===== src/rtl/dcache_nway_pkg.sv =====
// dcache_nway_pkg: shared word type, FSM encodings and address-field width helpers for dcache_nway.
package dcache_nway_pkg;
  typedef logic [31:0] word_t;
  localparam logic [31:0] HITADDR_DEF = 32'h3100;
  localparam logic [2:0] IDLE = 3'd0, WB = 3'd1, FILL = 3'd2, FLUSH = 3'd3, HITWR = 3'd4, DONE = 3'd5;
  function automatic int fieldw(input int n);
    return $clog2(n);
  endfunction
  function automatic int cntw(input int n);
    return n > 1 ? $clog2(n) : 1;
  endfunction
endpackage


===== src/rtl/dcache_nway_lru.sv =====
// dcache_lru: true-LRU age tracker for one set; touched way becomes age 0, the oldest way is the victim.
module dcache_lru import dcache_nway_pkg::*; #(
  parameter int WAYS = 2,
  localparam int AW = cntw(WAYS)
) (
  input  logic          clk_i,
  input  logic          rst_ni,
  input  logic          touch_i,
  input  logic [AW-1:0] way_i,
  output logic [AW-1:0] victim_o
);
  logic [AW-1:0] age_q [WAYS];
  always_ff @(posedge clk_i or negedge rst_ni) begin
    if (!rst_ni) begin
      for (int w = 0; w < WAYS; w++) age_q[w] <= AW'(w);
    end else if (touch_i) begin
      for (int w = 0; w < WAYS; w++)
        age_q[w] <= AW'(w) == way_i ? '0 : age_q[w] < age_q[way_i] ? age_q[w] + 1'b1 : age_q[w];
    end
  end
  always_comb begin
    victim_o = '0;
    for (int w = 0; w < WAYS; w++) if (age_q[w] == AW'(WAYS - 1)) victim_o = AW'(w);
  end
endmodule


===== src/rtl/dcache_nway.sv =====
// dcache_nway: N-way write-back/write-allocate data cache with true-LRU and dirty flush on halt.
// Define DCACHE_HITCNT_EN to count hits and store the count to HITADDR after the flush.
module dcache_nway import dcache_nway_pkg::*; #(
  parameter int WAYS = 2,
  parameter int SETS = 8,
  parameter int BLKWORDS = 2,
  parameter logic [31:0] HITADDR = HITADDR_DEF
) (
  input  logic        CLK,
  input  logic        nRST,
  input  logic        dmemREN,
  input  logic        dmemWEN,
  input  logic [31:0] dmemaddr,
  input  logic [31:0] dmemstore,
  input  logic        halt,
  output logic        dhit,
  output logic [31:0] dmemload,
  output logic        flushed,
  output logic        dREN,
  output logic        dWEN,
  output logic [31:0] daddr,
  output logic [31:0] dstore,
  input  logic [31:0] dload,
  input  logic        dwait
);
  localparam int OFFW = fieldw(BLKWORDS);
  localparam int IDXW = fieldw(SETS);
  localparam int TAGW = 30 - OFFW - IDXW;
  localparam int BW = cntw(BLKWORDS);
  localparam int WW = cntw(WAYS);
`ifdef DCACHE_HITCNT_EN
  localparam logic [2:0] FLUSH_END = HITWR;
`else
  localparam logic [2:0] FLUSH_END = DONE;
`endif
  logic [2:0] state_q, state_d;
  logic [BW-1:0] beat_q, beat_d, off;
  logic [WW-1:0] vway_q, vway_d, fway_q, fway_d, hway, iway, lway;
  logic [IDXW-1:0] fset_q, fset_d, idx, lset;
  logic [TAGW-1:0] tag;
  logic [WAYS-1:0] valid_q [SETS];
  logic [WAYS-1:0] dirty_q [SETS];
  logic [TAGW-1:0] tag_q [WAYS][SETS];
  word_t data_q [WAYS][SETS][BLKWORDS];
  logic [WW-1:0] lru_vic [SETS];
  logic req, wr, hit, inv, last;
  word_t wb_addr, fill_addr;
  assign req = dmemREN | dmemWEN;
  assign wr = dmemWEN & ~dmemREN;
  assign idx = IDXW'(dmemaddr >> (2 + OFFW));
  assign off = BW'((dmemaddr >> 2) & 32'(BLKWORDS - 1));
  assign tag = TAGW'(dmemaddr >> (2 + OFFW + IDXW));
  // WB and FLUSH share the writeback datapath; only the line selector differs
  assign lset = state_q == FLUSH ? fset_q : idx;
  assign lway = state_q == FLUSH ? fway_q : vway_q;
  assign last = beat_q == BW'(BLKWORDS - 1);
  assign wb_addr = 32'(tag_q[lway][lset]) << (2 + OFFW + IDXW) | 32'(lset) << (2 + OFFW) | 32'(beat_q) << 2;
  assign fill_addr = (dmemaddr & ~32'(BLKWORDS * 4 - 1)) | 32'(beat_q) << 2;
  assign dhit = state_q == IDLE && req && hit;
  assign dmemload = dhit ? data_q[hway][idx][off] : '0;
  assign flushed = state_q == DONE;
  always_comb begin
    hit = 1'b0;
    hway = '0;
    inv = 1'b0;
    iway = '0;
    for (int w = WAYS - 1; w >= 0; w--) begin
      if (valid_q[idx][w] && tag_q[w][idx] == tag) begin
        hit = 1'b1;
        hway = WW'(w);
      end
      if (!valid_q[idx][w]) begin
        inv = 1'b1;
        iway = WW'(w);
      end
    end
  end
  for (genvar s = 0; s < SETS; s++) begin : g_lru
    dcache_lru #(.WAYS(WAYS)) u_lru (
      .clk_i(CLK), .rst_ni(nRST), .touch_i(dhit && idx == IDXW'(s)), .way_i(hway), .victim_o(lru_vic[s])
    );
  end
`ifdef DCACHE_HITCNT_EN
  word_t cnt_q;
  always_ff @(posedge CLK or negedge nRST) begin
    if (!nRST) cnt_q <= '0;
    else if (dhit) cnt_q <= cnt_q + 1'b1;
  end
`endif
  always_comb begin
    state_d = state_q;
    beat_d = beat_q;
    vway_d = vway_q;
    fset_d = fset_q;
    fway_d = fway_q;
    dREN = 1'b0;
    dWEN = 1'b0;
    daddr = '0;
    dstore = '0;
    case (state_q)
      IDLE: begin
        if (req && !hit) begin
          vway_d = inv ? iway : lru_vic[idx];
          beat_d = '0;
          state_d = dirty_q[idx][vway_d] ? WB : FILL;
        end else if (!req && halt) begin
          state_d = FLUSH;
          fset_d = '0;
          fway_d = '0;
          beat_d = '0;
        end
      end
      WB: begin
        dWEN = 1'b1;
        daddr = wb_addr;
        dstore = data_q[lway][lset][beat_q];
        if (!dwait) begin
          beat_d = last ? '0 : beat_q + 1'b1;
          state_d = last ? FILL : WB;
        end
      end
      FILL: begin
        dREN = 1'b1;
        daddr = fill_addr;
        if (!dwait) begin
          beat_d = last ? '0 : beat_q + 1'b1;
          state_d = last ? IDLE : FILL;
        end
      end
      FLUSH: begin
        if (dirty_q[fset_q][fway_q]) begin
          dWEN = 1'b1;
          daddr = wb_addr;
          dstore = data_q[lway][lset][beat_q];
          if (!dwait) beat_d = last ? '0 : beat_q + 1'b1;
        end
        if (!dirty_q[fset_q][fway_q] || (!dwait && last)) begin
          fway_d = fway_q == WW'(WAYS - 1) ? '0 : fway_q + 1'b1;
          if (fway_q == WW'(WAYS - 1)) begin
            fset_d = fset_q + 1'b1;
            if (fset_q == IDXW'(SETS - 1)) state_d = FLUSH_END;
          end
        end
      end
`ifdef DCACHE_HITCNT_EN
      HITWR: begin
        dWEN = 1'b1;
        daddr = HITADDR;
        dstore = cnt_q;
        if (!dwait) state_d = DONE;
      end
`endif
      default: ;
    endcase
  end
  always_ff @(posedge CLK or negedge nRST) begin
    if (!nRST) begin
      state_q <= IDLE;
      beat_q <= '0;
      vway_q <= '0;
      fset_q <= '0;
      fway_q <= '0;
      for (int s = 0; s < SETS; s++) begin
        valid_q[s] <= '0;
        dirty_q[s] <= '0;
      end
    end else begin
      state_q <= state_d;
      beat_q <= beat_d;
      vway_q <= vway_d;
      fset_q <= fset_d;
      fway_q <= fway_d;
      if (dhit && wr) dirty_q[idx][hway] <= 1'b1;
      if ((state_q == WB || state_q == FLUSH) && dWEN && !dwait && last) dirty_q[lset][lway] <= 1'b0;
      if (state_q == FILL && !dwait && last) begin
        valid_q[idx][vway_q] <= 1'b1;
        dirty_q[idx][vway_q] <= 1'b0;
      end
      if (state_q == DONE) for (int s = 0; s < SETS; s++) valid_q[s] <= '0;
    end
  end
  always_ff @(posedge CLK) begin
    if (dhit && wr) data_q[hway][idx][off] <= dmemstore;
    if (state_q == FILL && !dwait) data_q[vway_q][idx][beat_q] <= dload;
    if (state_q == FILL && !dwait && last) tag_q[vway_q][idx] <= tag;
  end
endmodule


===== config.mk =====
export PLATFORM = sky130hd
export DESIGN_NAME = dcache_nway
export DESIGN_NICKNAME = d
export VERILOG_FILES = /design/src/rtl/dcache_nway_pkg.sv /design/src/rtl/dcache_nway_lru.sv /design/src/rtl/dcache_nway.sv
export SDC_FILE = /design/constraint.sdc
export NUM_CORES = 2
export LEC_CHECK = 0
export ABC_AREA = 1
export CAP_MARGIN = 20
export CELL_PAD_IN_SITES_DETAIL_PLACEMENT = 2
export CELL_PAD_IN_SITES_GLOBAL_PLACEMENT = 2
export CORE_AREA = 2 2 537 539
export DETAILED_ROUTE_END_ITERATION = 12
export DIE_AREA = 0 0 539 541
export PLACE_DENSITY = 0.55
export SYNTH_ARGS = -nofsm -noshare
export SYNTH_HDL_FRONTEND = slang
export SYNTH_SLANG_ARGS = --single-unit
export TNS_END_PERCENT = 10

===== constraint.sdc =====
create_clock -name CLK -period 5.25 [get_ports CLK]
set_clock_uncertainty 0.1 [all_clocks]
set_input_delay 1.05 -clock CLK [delete_from_list [all_inputs] [get_ports CLK]]
set_output_delay 1.05 -clock CLK [all_outputs]
set_load 0.02 [all_outputs]

## Word level (Yosys, flattened, before mapping)

Memory sizes are Yosys's and may differ from the RTL's.
Index checks and enable logic that the tools add are counted.

- Output and inout port bits: 100
- Word-level logic and storage cells: 392
- Memories kept: 2
- Input bits: 102
- Register bits: 57
- RAM bits: 1440

Memory list:

| name | depth | width | read ports | clocked after memory_dff | write ports | line | RTL |
|---|---|---|---|---|---|---|---|
| data_q | 2 | 512 | 2 | 0 | 1 | dcache_nway.sv:44 | `word_t data_q [WAYS][SETS][BLKWORDS];` |
| tag_q | 2 | 208 | 3 | 0 | 1 | dcache_nway.sv:43 | `logic [TAGW-1:0] tag_q [WAYS][SETS];` |

- Eq/ne operators: 31
- Bitwise logic cells: 18
- $lt $le $gt $ge: 34
- Reduce and logical (&&, ||, !) cells: 71
- Multiplexer cells: 180
- $add $sub $neg: 19

Operators with widths:

| operator | count |
|---|---|
| $mux 512 | 4 |
| $reduce_or 512->1 | 1 |
| $bmux 64 s3 | 2 |
| $demux 64 s3 | 2 |
| $mux 64 | 6 |
| $mux 32 | 11 |
| $bmux 26 s3 | 3 |
| $mux 208 | 1 |
| $mux 26 | 7 |
| $pmux 32 s3 | 1 |
| $mux 1 | 95 |
| $mux 16 | 5 |
| $demux 26 s3 | 1 |
| $demux 32 s1 | 2 |
| $or 32x3->32 | 2 |
| $pmux 32 s2 | 1 |
| $eq 26x26->1 | 2 |
| $mux 3 | 12 |
| $reduce_and 2->1 | 17 |
| $and 16x16->16 | 2 |
| $not 16->16 | 2 |
| $or 16x16->16 | 2 |
| $or 32x6->32 | 1 |
| $logic_and 1x1->1 | 28 |
| other kinds (40) | 143 |

## Depth between registers and ports, before layout

- Word-level depth: 20
- Mapped depth: 24

## Cells and area by module

From an unflattened synthesis, not the netlist that was laid out.

- Cells, all modules: 7084
- Area total of the unflattened synthesis: 71258.3 µm²

Modules (own cells, without submodules):

| module | area an instance (µm²) | times used | cells each |
|---|---|---|---|
| dcache_nway | 70457.6 | 1 | 6964 |
| dcache_lru | 100.1 | 8 | 15 |

## Worst setup path before layout

Ideal clock, no wire load.

- Kind: input -> register
- Start point: in dmemaddr[4]
- End point: mem data_q[1][224] (netlist name), enable pin
- Slack: 0.071 ns
- Buffers on the path: 4
- Stages: 18
- Setup time: 0.432 ns
- Arrival: 4.647 ns
- Cell sequence: buf_2 > nor2_1 > buf_2 > buf_4 > a21oi_1 > nand4_1 > nand2_1 > nand2_1 > nand2_1 > nand2_1 > nor2_1 > nand2_1 > nor2_1 > nand2_1 > a21oi_2 > buf_4 > nand3_1 > a21oi_1

- Cells in the longest elaborated chain, start to end: 13
- Elaborated cells on any way between the ends: 32
- Those cells by class: 2 x order compare; 2 x eq/ne; 21 x mux; 1 x bitwise; 6 x reduce/logical

Ends and longest elaborated chain:

| item | line | RTL |
|---|---|---|
| start, declared | dcache_nway.sv:13 | `input logic [31:0] dmemaddr,` |
| $not 3->4 (implied by the code) (*) | dcache_nway.sv:68, dcache_nway.sv:183, dcache_nway.sv:184 |  |
| $bmux 26 s3 | dcache_nway.sv:68 | `if (valid_q[idx][w] && tag_q[w][idx] == tag) begin` |
| $mux 26 (implied by the code) (2 in series) | dcache_nway.sv:68 |  |
| $eq 26x26->1 | dcache_nway.sv:68 |  |
| $logic_and 1x1->1 | dcache_nway.sv:68 |  |
| $mux 1 (2 in series) | dcache_nway.sv:68 |  |
| $logic_and 1x1->1 | dcache_nway.sv:59 | `assign dhit = state_q == IDLE && req && hit;` |
| $logic_and 1x1->1 | dcache_nway.sv:183 | `if (dhit && wr) data_q[hway][idx][off] <= dmemstore;` |
| $mux 1 | dcache_nway.sv:183 |  |
| $mux 512 (implied by the code) | dcache_nway.sv:183 |  |
| $mux 512 (no source line) | -- |  |
| end, declared | dcache_nway.sv:44 |  |

Mark *: on every way between the ends. The rest lies on a longest branch, timed or not. The select of a mux whose other input is x is not followed.

## Worst setup path after layout

- Start point: in dmemaddr[4]
- End point: out dmemload[8]

- Cells in the longest elaborated chain, start to end: 16
- Elaborated cells on any way between the ends: 26
- Those cells by class: 2 x eq/ne; 19 x mux; 1 x bitwise; 3 x reduce/logical; 1 x memory

Ends and longest elaborated chain:

| item | line | RTL |
|---|---|---|
| $not 3->4 (implied by the code) (*) | dcache_nway.sv:60, dcache_nway.sv:68 |  |
| $bmux 26 s3 | dcache_nway.sv:68 |  |
| $mux 26 (implied by the code) (2 in series) | dcache_nway.sv:68 |  |
| $eq 26x26->1 | dcache_nway.sv:68 |  |
| $logic_and 1x1->1 | dcache_nway.sv:68 |  |
| $mux 1 (2 in series) | dcache_nway.sv:68 |  |
| $mem_v2 2x512 | -- |  |
| $bmux 64 s3 | dcache_nway.sv:60 | `assign dmemload = dhit ? data_q[hway][idx][off] : '0;` |
| $mux 64 (implied by the code) (2 in series) | dcache_nway.sv:60 |  |
| $mux 32 (implied by the code) (3 in series) | dcache_nway.sv:60 |  |
| $mux 32 (*) | dcache_nway.sv:60 |  |
| end, declared | dcache_nway.sv:17 | `output logic [31:0] dmemload,` |

Marks and branches as above.

==> out/metrics.yaml <==
drtAntennaViolNets: 0
track_usage_pct: 28.4
vias: 67400
fin_total_pwr_mw: 28.7
drt_iter0_markers: 7429
boundaryPins: 202
synthTopCellsByArea: "edfxtp_1, nand2_1, o22ai_1"
multi_input_area_mm2: 0.0250
worst_pin_slew_ns: 1.11
synth_edf_count: 1440
holdCritPathClass: "primary input to async pin"
netlist.top_cell.by_area: "edfxtp_1"
cp_slowest_stage_delay_ns: 0.51
synth_top_area_share_pct: 60.7
chipWidth_um: 539
seqCellArea_mm2: 0.0447
startpoint_type: "primary input"
p_leak_nw: 36.0
numCtsBuffers: 187
grt_pass1_wl_um: 582000
via_per_inst: 5.59
path_class: "primary input to output pin"
min_period_ns: 5.67
cts-root-buf: "clkbuf_16"
fill_cells: 30400
drive_gt1_share_pct: 23.8
worstPathCellList: "buf_16 -> clkinv_8 -> buf_8 -> nand2_8 -> buf_4 -> buf_4 -> buf_12 -> buf_4 -> o22ai_1 -> a221oi_1 -> o21ai_2 -> nor2_2 -> nor2_4 -> nor2_4 -> buf_6 -> buf_6"
crit_path_end_kind: "output pin"
synth_common_cells: "nand2_1, edfxtp_1, o22ai_1"
drt_first_pass_iters: 5
clk_latency_ns: 0.89
yosysUniqueCellTypes: 59
layout_setup_ws_ns: -0.418
gr-total-overflow: 0
cts_max_level: 4
peakVddDrop_mv: 0.229
setup_tns_ns: -24.88
pwr-share-clk_pct: 44.6
finalHoldViolCount: 0
synthArstFlopShare_pct: 3.81
yosysWarnings: 0
ff2ff_setup_slack_ns: 0.06
port-buffer-count: 197
pwr-share-comb_pct: 9.8
slew_headroom_pct: 26.9
p_sw_mw: 7.42
grt_antenna_before_repair: 17
syn_to_final_growth_pct: 37.1
place.gp.congestion: 0.884
timing.final.crit_share_pct: 108
synth.cell_area_mm2: 0.0712
dieArea_mm2: 0.292
cts.sinks: 1497
crit_buf_inv: 9
cts_tree: "yes"
drc_errors: 0
coreArea_mm2: 0.286
place_area_mm2: 0.0877
synth-seq-cells: 1497
wl_per_cell_um: 35.7
syn_inst: 7036
fmax_ghz: 0.176
hpwl_um: 287000
wirelength_um: 430000
p_int_mw: 21.3
critPathMaxFanout: 112
worstPathRequired_ns: 4.10
ctsHoldBuffers: 0
initial_core_util_pct: 24.9
critPathSlowestCell: "buf_4"
grt_pass1_vias: 69600
powerDensity_mw_per_mm2: 294
worstPathArrival_ns: 4.52
crit_top_cell: "buf_4"
final-max-slew-violation-count: 0
yosysSeqAreaShare_pct: 62.7
core.rowCount: 197
switching_share_pct: 25.8
path_clk_slew_ns: 0.06
drv_cap: 0
finalSetupViolCount: 416
utilization_pct: 34.1
critPathTopFamily: "buffers and inverters"
status: "complete, but fails checks"
dieHeight_um: 541
fin_nets: 8210
grt_max_degree: 113
power_frac_seq_pct: 45.6
finalInstanceArea_mm2: 0.0976
ys.flop_type: "edfxtp_1"
violations: "setup timing"
holdWs_ns: 0.229
yosysMostFrequentCell: "nand2_1"
rsz0062_at_grt: "yes"
clockBufferDepth: 4
avgSynthCellArea_um2: 10.1
final cells by class:
cell class / instances / area share [%]
diodes: 5 / 0.0128
clock inverters: 103 / 0.823
inverters: 487 / 1.97
flip-flops and latches: 1497 / 45.8
repair inverters: 1 / 0.0167
multi-input cells: 4573 / 25.6
repair buffers: 1359 / 15.9
clock buffers: 238 / 5.13
well taps: 3781 / 4.84
timing repair:
item | CTS | global route
setup buffers | 74 | 38
setup endpoints to repair | 96 | 807
pin swaps | 76 | 128
gates resized for setup | 449 | 273
gates cloned | 12 | 6
cell families after synthesis:
kind of cell / Yosys count / share of synthesized area (%)
muxes: 15 / 0.211
and+or+nand+nor: 2951 / 17.1
DFF: 1497 / 62.7
buffers and inverters: 967 / 5.40
other: 1 / 0.00526
adders and majority gates: 2 / 0.0351
AOI/OAI and AO/OA: 1603 / 14.6
cells in the final DEF (no fill, tap or decap), types with 19 or more instances in the layout:
master | netlist | layout
a31oi_1 | 20 | 19
a221oi_1 | 29 | 28
buf_4 | 11 | 795
buf_12 | 0 | 300
clkinv_1 | 8 | 46
nand2_4 | 0 | 37
o21ai_1 | 15 | 28
o22ai_1 | 650 | 646
clkbuf_16 | 0 | 199
dfrtp_1 | 49 | 46
nor2_1 | 542 | 428
a21oi_1 | 216 | 173
nor3_1 | 60 | 57
o221ai_1 | 192 | 192
buf_6 | 1 | 85
nand3_2 | 0 | 82
nor4_1 | 30 | 23
clkdlybuf4s50_1 | 0 | 99
buf_16 | 0 | 26
o21ai_0 | 308 | 287
nand4_1 | 78 | 78
nand2_2 | 7 | 84
edfxtp_1 | 1440 | 1440
nand2_1 | 1693 | 1571
inv_1 | 470 | 458
nand3_1 | 520 | 434
a21oi_4 | 0 | 29
clkinv_2 | 0 | 38
nor2_2 | 4 | 51
buf_8 | 0 | 29
nor2_4 | 2 | 69
a32o_1 | 42 | 42
clkbuf_1 | 281 | 44
flip-flops by register name, indices dropped and copies added (netlist names):
register	flops
fset_q	3
g_lru.u_lru.age_q	16
dirty_q	16
valid_q	16
tag_q	416
state_q	3
beat_q	1
vway_q	1
fway_q	1
data_q	1024
metrics by stage:
step | std cells | setup slack (ns)
after floorplan | 7037 | 0.0715
after global placement | 11600 | -1.05
after detailed placement | 11600 | -1.09
after CTS | 12000 | -0.328
after global routing | 12000 | -0.380
final | 12000 | -0.418
power by group through the flow:
stage	clock, mW	sequential, mW	combinational [mW]
3_5_place_dp	0	13.3	2.48
5_1_grt	13.3	13.1	2.92
6_report	12.8	13.1	2.80
4_1_cts	12.9	13.1	2.66
2_1_floorplan	0	13.3	1.01
3_3_place_gp	0	13.3	2.44
final timing paths:
kind	start	end	cells after the start
worst max register to register	tag_q[1][133]	data_q[0][221]	39
min in group CLK	g_lru[7].u_lru.age_q[0]	g_lru[7].u_lru.age_q[0]	2
worst max-delay path	dmemaddr[4]	dmemload[8]	16
max in group asynchronous	nRST	g_lru[1].u_lru.age_q[0]	2
worst min register to register	g_lru[7].u_lru.age_q[0]	g_lru[7].u_lru.age_q[0]	2
worst min-delay path	nRST	g_lru[7].u_lru.age_q[1]	1
metal layers:
metal	share of wire [%]	wire [um]	track usage [%]	vias to the layer above
met3	6.5	27900	3.56	725
met4	4.2	18000	10.3	4
li1	-	-	-	27900
met2	47	200000	46.7	2990
met1	43	184000	38.1	35700
met5	0.0063	27	0	-
worst reg2reg max path: cells and delay by family (launching register included):
| family | cells | cell delay, ns |
|---|---|---|
| flip-flops | 1 | 0.43 |
| AND/OR/NAND/NOR | 12 | 1.13 |
| buffers and inverters | 25 | 2.95 |
| AO/OA/AOI/OAI | 2 | 0.29 |
(Power assumes the default switching activity.)
